### config.mk
export PLATFORM = sky130hd
export DESIGN_NAME = image_window_ctrl
export DESIGN_NICKNAME = d
export VERILOG_FILES = /design/src/rtl/image_window_ctrl_pkg.sv /design/src/rtl/image_window_ctrl.sv
export SDC_FILE = /design/constraint.sdc
export NUM_CORES = 1
export LEC_CHECK = 0
export BUFFER_PORTS_ARGS = -buffer_cell sky130_fd_sc_hd__clkbuf_2
export CELL_PAD_IN_SITES_DETAIL_PLACEMENT = 1
export CELL_PAD_IN_SITES_GLOBAL_PLACEMENT = 1
export CORE_MARGIN = 3
export CORE_UTILIZATION = 29
export CTS_CLUSTER_SIZE = 14
export DETAILED_ROUTE_END_ITERATION = 8
export HOLD_SLACK_MARGIN = 0.03
export PLACE_DENSITY_LB_ADDON = 0.1
export SETUP_SLACK_MARGIN = 0.3
export SYNTH_ARGS = -nofsm -noshare
export SYNTH_HDL_FRONTEND = slang
export SYNTH_SLANG_ARGS = --single-unit
### constraint.sdc
create_clock -name clk -period 3.92 [get_ports clk]
set_input_delay 0.588 -clock clk [delete_from_list [all_inputs] [get_ports clk]]
set_output_delay 0.588 -clock clk [all_outputs]
set_load 0.005 [all_outputs]
### src/rtl/image_window_ctrl_pkg.sv
// image_window_ctrl_pkg: shared state encoding and default geometry for the
// window sequencer and the window RAM that sits beside it.
package image_window_ctrl_pkg;
  localparam int DEF_NUM_WORDS = 9;
  localparam int DEF_ADDR_W    = 4;
  localparam int DEF_DATA_W    = 16;
  localparam int DEF_PASS_W    = 4;

  typedef enum logic [1:0] {
    IDLE = 2'd0,
    LOAD = 2'd1,
    READ = 2'd2,
    DONE = 2'd3
  } state_t;
endpackage

### src/rtl/image_window_ctrl.sv
// image_window_ctrl: loads one 3x3 window into the window RAM, then replays it
// npass times to the MAC with first/last markers.
module image_window_ctrl
  import image_window_ctrl_pkg::*;
#(
  parameter int NUM_WORDS = DEF_NUM_WORDS,
  parameter int ADDR_W    = DEF_ADDR_W,
  parameter int DATA_W    = DEF_DATA_W,
  parameter int PASS_W    = DEF_PASS_W
) (
  input  logic              clk,
  input  logic              rst_n,
  input  logic              start,
  input  logic [PASS_W-1:0] num_passes,
  output logic              busy,
  output logic              done,
  input  logic              in_valid,
  output logic              in_ready,
  input  logic [DATA_W-1:0] in_data,
  output logic              ram_wen,
  output logic [ADDR_W-1:0] ram_waddr,
  output logic [DATA_W-1:0] ram_wdata,
  output logic [ADDR_W-1:0] ram_raddr,
  input  logic [DATA_W-1:0] ram_rdata,
  output logic              out_valid,
  input  logic              out_ready,
  output logic [DATA_W-1:0] out_data,
  output logic              out_first,
  output logic              out_last
);
  state_t              state_q, state_d;
  logic [ADDR_W-1:0]   cnt_q, cnt_d;
  logic [PASS_W-1:0]   pass_q, pass_d;
  logic [PASS_W-1:0]   npass_q, npass_d;
  logic                last_w;

  assign last_w = cnt_q == ADDR_W'(NUM_WORDS - 1);

  always_ff @(posedge clk or negedge rst_n) begin
    if (!rst_n) begin
      state_q <= IDLE;
      cnt_q   <= '0;
      pass_q  <= '0;
      npass_q <= '0;
    end else begin
      state_q <= state_d;
      cnt_q   <= cnt_d;
      pass_q  <= pass_d;
      npass_q <= npass_d;
    end
  end

  always_comb begin
    state_d = state_q;
    cnt_d   = cnt_q;
    pass_d  = pass_q;
    npass_d = npass_q;
    case (state_q)
      IDLE: if (start) begin
        state_d = LOAD;
        cnt_d   = '0;
        pass_d  = '0;
        npass_d = (num_passes == '0) ? PASS_W'(1) : num_passes;
      end
      LOAD: if (in_valid) begin
        state_d = last_w ? READ : LOAD;
        cnt_d   = last_w ? '0 : cnt_q + 1'b1;
        pass_d  = '0;
      end
      READ: if (out_ready) begin
        cnt_d = last_w ? '0 : cnt_q + 1'b1;
        if (last_w) begin
          state_d = (pass_q == npass_q - 1'b1) ? DONE : READ;
          pass_d  = (pass_q == npass_q - 1'b1) ? pass_q : pass_q + 1'b1;
        end
      end
      default: state_d = IDLE;
    endcase
  end

  // Everything is gated by state so all outputs read 0 outside their phase.
  assign busy      = state_q != IDLE;
  assign done      = state_q == DONE;
  assign in_ready  = state_q == LOAD;
  assign ram_wen   = in_valid & in_ready;
  assign ram_waddr = in_ready ? cnt_q : '0;
  assign ram_wdata = in_ready ? in_data : '0;
  assign out_valid = state_q == READ;
  assign ram_raddr = out_valid ? cnt_q : '0;
  assign out_data  = out_valid ? ram_rdata : '0;
  assign out_first = out_valid & (cnt_q == '0);
  assign out_last  = out_valid & last_w;
endmodule
Word level (Yosys, flattened, before mapping)
Cells that the tools add are included.

Bits in registers: 14. Input bits: 41. Output and inout port bits: 47. Word-level logic and storage cells: 51.

Add/sub/neg operators: 3. Equality and inequality tests: 10. Mux-type cells: 22. Bitwise logic cells: 3. Reductions and logical operators: 9.

Operator list (count): two-way mux 4 bit (11); two-way mux 16 bit (2); case mux 4 bit (3 select lines) (2); two-way mux 2 bit (5); adder 4 x 1 -> 4 bit, second input constant (2); zero test 4 bit (2); AND reduction 4 bit (2); != test 2 bit, second input constant (3); case mux 2 bit (3 select lines) (1); AND reduction 6 bit (1); equality test 2 bit, second input constant (2); equality test 4 bit (1); equality test 4 bit, second input constant (1); != test 2 x 1 -> 1 bit, second input constant (2); subtractor 4 x 1 -> 4 bit, second input constant (1); AND 1 bit (3); nonzero test 3 bit (1); equality test 2 x 1 -> 1 bit, second input constant (1); zero test 2 bit (1); AND reduction 2 bit (1); nonzero test 2 bit (1); two-way mux 1 bit (1).

Longest topological paths before layout
Depth in word-level cells: 6. Depth in mapped cells: 7. Depth with buffers taken out: 7.

Least setup slack after synthesis
No wires, ideal clock.

Path type: register -> register. Start: register state_q[0]. End: register pass_q[0]. Setup time: 0.125 ns. Data arrival time: 1.895 ns. Data required time: 3.795 ns. Path slack: 1.900 ns. Cell stages (with the launch flop): 8. Buffers on the path: 0. Clock period less this slack: 2.020 ns. Cells stage by stage: dfrtp_1 inv_1 ha_1 nor2b_2 a2111oi_4 and2b_1 nand2_2 mux2_4.

Longest elaborated chain between the ends: 3. Elaborated cells between the ends (all ways): 11. Those cells by class: eq/ne: 7; mux: 1; reduce/logical: 3.

RTL lines: from (decl) (line image_window_ctrl.sv:31) `state_t state_q, state_d;`; from (signal assigned) (line image_window_ctrl.sv:46) `state_q <= state_d;`; equality test 2 bit (*); named net out_valid (line image_window_ctrl.sv:25) `output logic out_valid,`; != test 2 bit (no source line) (tied with other cells); AND reduction 6 bit (no source line); to (signal assigned) (line image_window_ctrl.sv:48) `pass_q <= pass_d;`; to (decl) (line image_window_ctrl.sv:33) `logic [PASS_W-1:0] pass_q, pass_d;`.

The timed path passes the listed nets; every way through them passes the cells marked *. A chain may end at the register's enable or synchronous reset.

Final worst setup path
Start: register state_q[0]. End: output port out_first.

Longest elaborated chain between the ends: 2.

RTL lines: equality test 2 bit (line image_window_ctrl.sv:88) `assign out_valid = state_q == READ;`; AND 1 bit (line image_window_ctrl.sv:91) `assign out_first = out_valid & (cnt_q == '0);`; to (decl) (line image_window_ctrl.sv:28) `output logic out_first,`.

No other way between the ends.

==> flow_summary.json <==
{
  "rsz0062_at_grt": "false",
  "async_flop_share": 1.00,
  "detailed_place.area_mm2": 0.00169,
  "antenna_found_initial": 0,
  "ys_warn_count": 0,
  "layout_worst_path_cycle_share": 0.728,
  "postSynthRegisterBits": 14,
  "static-leakage-power_uw": 0.000976,
  "rr_startpoint": "state_q[0]$_DFFE_PN0P_",
  "count_of_buffers_inserted_at_the_top_level_ports": 87,
  "syn_avg_cell_area_um2": 8.62,
  "detailed_place_hpwl_um": 3310,
  "ant_nets": 0,
  "path_clk_slew_ns": 0.06,
  "power.ir.vdd_worst_mv": 0.251,
  "critPathKind": "reg -> out",
  "drt_pre_antenna_iters": 4,
  "p_clk_frac": 0.111,
  "powerDensity_mw_per_mm2": 591,
  "largest_fanout_on_the_critical_path": 27,
  "grt_first_pass_wirelength_um": 6310,
  "start_util": 0.315,
  "register_to_register_setup_slack_ns": 1.48,
  "status": "finished, final reports clean",
  "overall_track_demand_over_capacity_in_global_routing": 0.153,
  "setup_viol_count_final": 0,
  "layout_min_cycle_time_ns": 2.86,
  "layout_common_cells": "sky130_fd_sc_hd__clkbuf_2 (87), sky130_fd_sc_hd__and2_1 (37), sky130_fd_sc_hd__dfrtp_1 (14)",
  "power_switching_share": 0.438,
  "num_vias": 1303,
  "clkLatencyLatePin_ns": 0.24,
  "die_height_um": 70.5,
  "netlist_instances": 140,
  "met3_resource_use_gr": 0.0403,
  "post_route_cells_drive_above_1_share": 0.451,
  "inserted_clock_buffers": 3,
  "cts.hold.buffers_added": 0,
  "crit_path_start_kind": "register",
  "share_of_the_synthesized_area_in_the_top_cell_type": 0.290,
  "globalRouteMet2Util": 0.287,
  "reg2reg_depth": 7,
  "via_count_of_the_first_global_routing_pass": 1414,
  "die_w_um": 70.5,
  "design.final.nets": 277,
  "root_buffer": "sky130_fd_sc_hd__clkbuf_8",
  "cp_data_arrival_time_ns": 2.27,
  "synth_enable_flop_cells": 0,
  "finalWirelength_um": 3830,
  "rr_endpoint": "pass_q[0]$_DFFE_PN0P_",
  "placed_instance_count": 271,
  "drt_first_iter_violations": 53,
  "timing.slew.headroom": 0.486,
  "detail_route.wl_per_cell_um": 14.0,
  "grt_start_max_net_pins": 28,
  "site_rows": 22,
  "timing_max_transition_violations_final": 0,
  "cts-htree-levels": 1,
  "cap_violations": 0,
  "post_drt_via_cell_ratio": 4.76,
  "finish.cell_count_without_fillers": 274,
  "ys_top_cells_by_area": "sky130_fd_sc_hd__dfrtp_1 (29%), sky130_fd_sc_hd__and2_1 (19%), sky130_fd_sc_hd__ha_1 (8.3%)",
  "mostFrequentLayoutCell": "sky130_fd_sc_hd__clkbuf_2",
  "synth-seq-area-share": 0.290,
  "final_total_negative_setup_slack_ns": 0,
  "postLayoutCellArea_mm2": 0.00173,
  "endpoint_kind": "output port",
  "postSynthNetCount": 189,
  "cts.repair_timing.setup_buffer_count": 0,
  "hold_path_class": "in -> async",
  "gp_routability_congestion": 0.779,
  "clock_path_buffers": 2,
  "power_frac_seq": 0.244,
  "post_cts.resized_instances": 0,
  "p_switching_uw": 448,
  "synth.cell_area_mm2": 0.00121,
  "fmax_ghz": 0.350,
  "fp.coreArea_mm2": 0.00383,
  "grt.overflow.total": 0,
  "grtUsageMet1": 0.169,
  "worst_pin_slew_ns": 0.771,
  "flip_flop_cell_with_the_highest_count_after_synthesis": "sky130_fd_sc_hd__dfrtp_1",
  "syn_to_final_growth_pct": 43.3,
  "synth_cell_types": 34,
  "share_comb_of_total_power": 0.645,
  "tritoncts": "done",
  "synthDominantAreaCellType": "sky130_fd_sc_hd__dfrtp_1",
  "route.detailed.drc": 0,
  "finalHoldViolations": 0,
  "grt_busiest_layer": "met2",
  "fin_skew_ns": 0.00230,
  "diodes": 0,
  "internal_power_uw": 574,
  "crit_required_ns": 3.33,
  "clock-sinks": 14,
  "die-area_mm2": 0.00497,
  "ios": 88
}
[flip-flops by register name (all words and copies together), names as in the netlist]
| name | count |
|---|---|
| pass_q | 4 |
| cnt_q | 4 |
| npass_q | 4 |
| state_q | 2 |
[power groups by stage]
stage | sequential [uW] | combinational (uW) | clock [uW]
floorplan | 236 | 439 | 0
global route | 259 | 746 | 123
CTS | 249 | 672 | 117
finish | 249 | 660 | 113
detailed placement | 252 | 667 | 0
global placement | 247 | 642 | 0
[layer usage]
metal	share of wire	routed length (um)
met3	0.072	275
met2	0.51	1960
met5	0	0
met4	0.0044	17
met1	0.41	1580
[layout make-up]
type,count,area [um^2]
Inverter,10,37.5
Timing Repair Buffer,87,435
Tap cell,48,60.1
Clock buffer,3,41.3
Sequential cell,14,350
Multi-Input combinational cell,112,803
Fill cell,514,2100
[metrics by stage]
stage	hold WS (ns)	setup slack (ns)	util	total power, uW
2_1_floorplan	0.292	1.90	-	675
3_3_place_gp	0.517	1.40	0.441	889
3_5_place_dp	0.522	1.27	0.441	919
4_1_cts	0.268	1.00	0.452	1040
5_1_grt	0.281	0.772	0.452	1130
6_report	0.258	1.06	0.452	1020
[worst max path at each step]
| stage | from | end | slack [ns] | depth (start not counted) |
|---|---|---|---|---|
| after global placement | state_q[0]$_DFFE_PN0P_ | out_first | 1.40 | 5 |
| after global routing | state_q[0]$_DFFE_PN0P_ | out_first | 0.77 | 5 |
| final | state_q[0]$_DFFE_PN0P_ | out_first | 1.06 | 5 |
| after floorplan | state_q[0]$_DFFE_PN0P_ | pass_q[0]$_DFFE_PN0P_ | 1.90 | 7 |
| after CTS | state_q[0]$_DFFE_PN0P_ | out_first | 1.00 | 5 |
| after detailed placement | state_q[0]$_DFFE_PN0P_ | out_first | 1.27 | 5 |
[Yosys cell counts (2+ instances only)]
library cell	n
sky130_fd_sc_hd__nand2_1	8
sky130_fd_sc_hd__xnor2_1	2
sky130_fd_sc_hd__inv_1	10
sky130_fd_sc_hd__dfrtp_1	14
sky130_fd_sc_hd__clkbuf_1	4
sky130_fd_sc_hd__nand3_1	8
sky130_fd_sc_hd__nor2_1	6
sky130_fd_sc_hd__nor3_1	5
sky130_fd_sc_hd__mux2_2	3
sky130_fd_sc_hd__and2_2	2
sky130_fd_sc_hd__nor2b_1	2
sky130_fd_sc_hd__and2_1	37
sky130_fd_sc_hd__ha_1	8
sky130_fd_sc_hd__a31oi_1	3
sky130_fd_sc_hd__xor2_1	2
sky130_fd_sc_hd__a21oi_1	2
sky130_fd_sc_hd__o21ai_0	7
[critical path, stage by stage (launching register included)]
cell and delay, ns:
sky130_fd_sc_hd__dfrtp_1 0.43, sky130_fd_sc_hd__inv_1 0.10, sky130_fd_sc_hd__ha_1 0.66, sky130_fd_sc_hd__inv_1 0.31
sky130_fd_sc_hd__nor4b_1 0.37, sky130_fd_sc_hd__clkbuf_2 0.17
[kinds of logic (layout without fill, tap and decap cells)]
logic type | count (synthesis) | count (layout) | synth area share
flip-flops | 14 | 14 | 0.290
AND/OR/NAND/NOR | 78 | 78 | 0.393
multiplexers | 5 | 5 | 0.0487
buffers and inverters | 14 | 100 | 0.0436
adder cells (fa/ha/maj) | 8 | 8 | 0.0830
AO/OA/AOI/OAI | 16 | 16 | 0.0934
XOR/XNOR | 5 | 5 | 0.0477
Power figures use the tool's default switching activity.
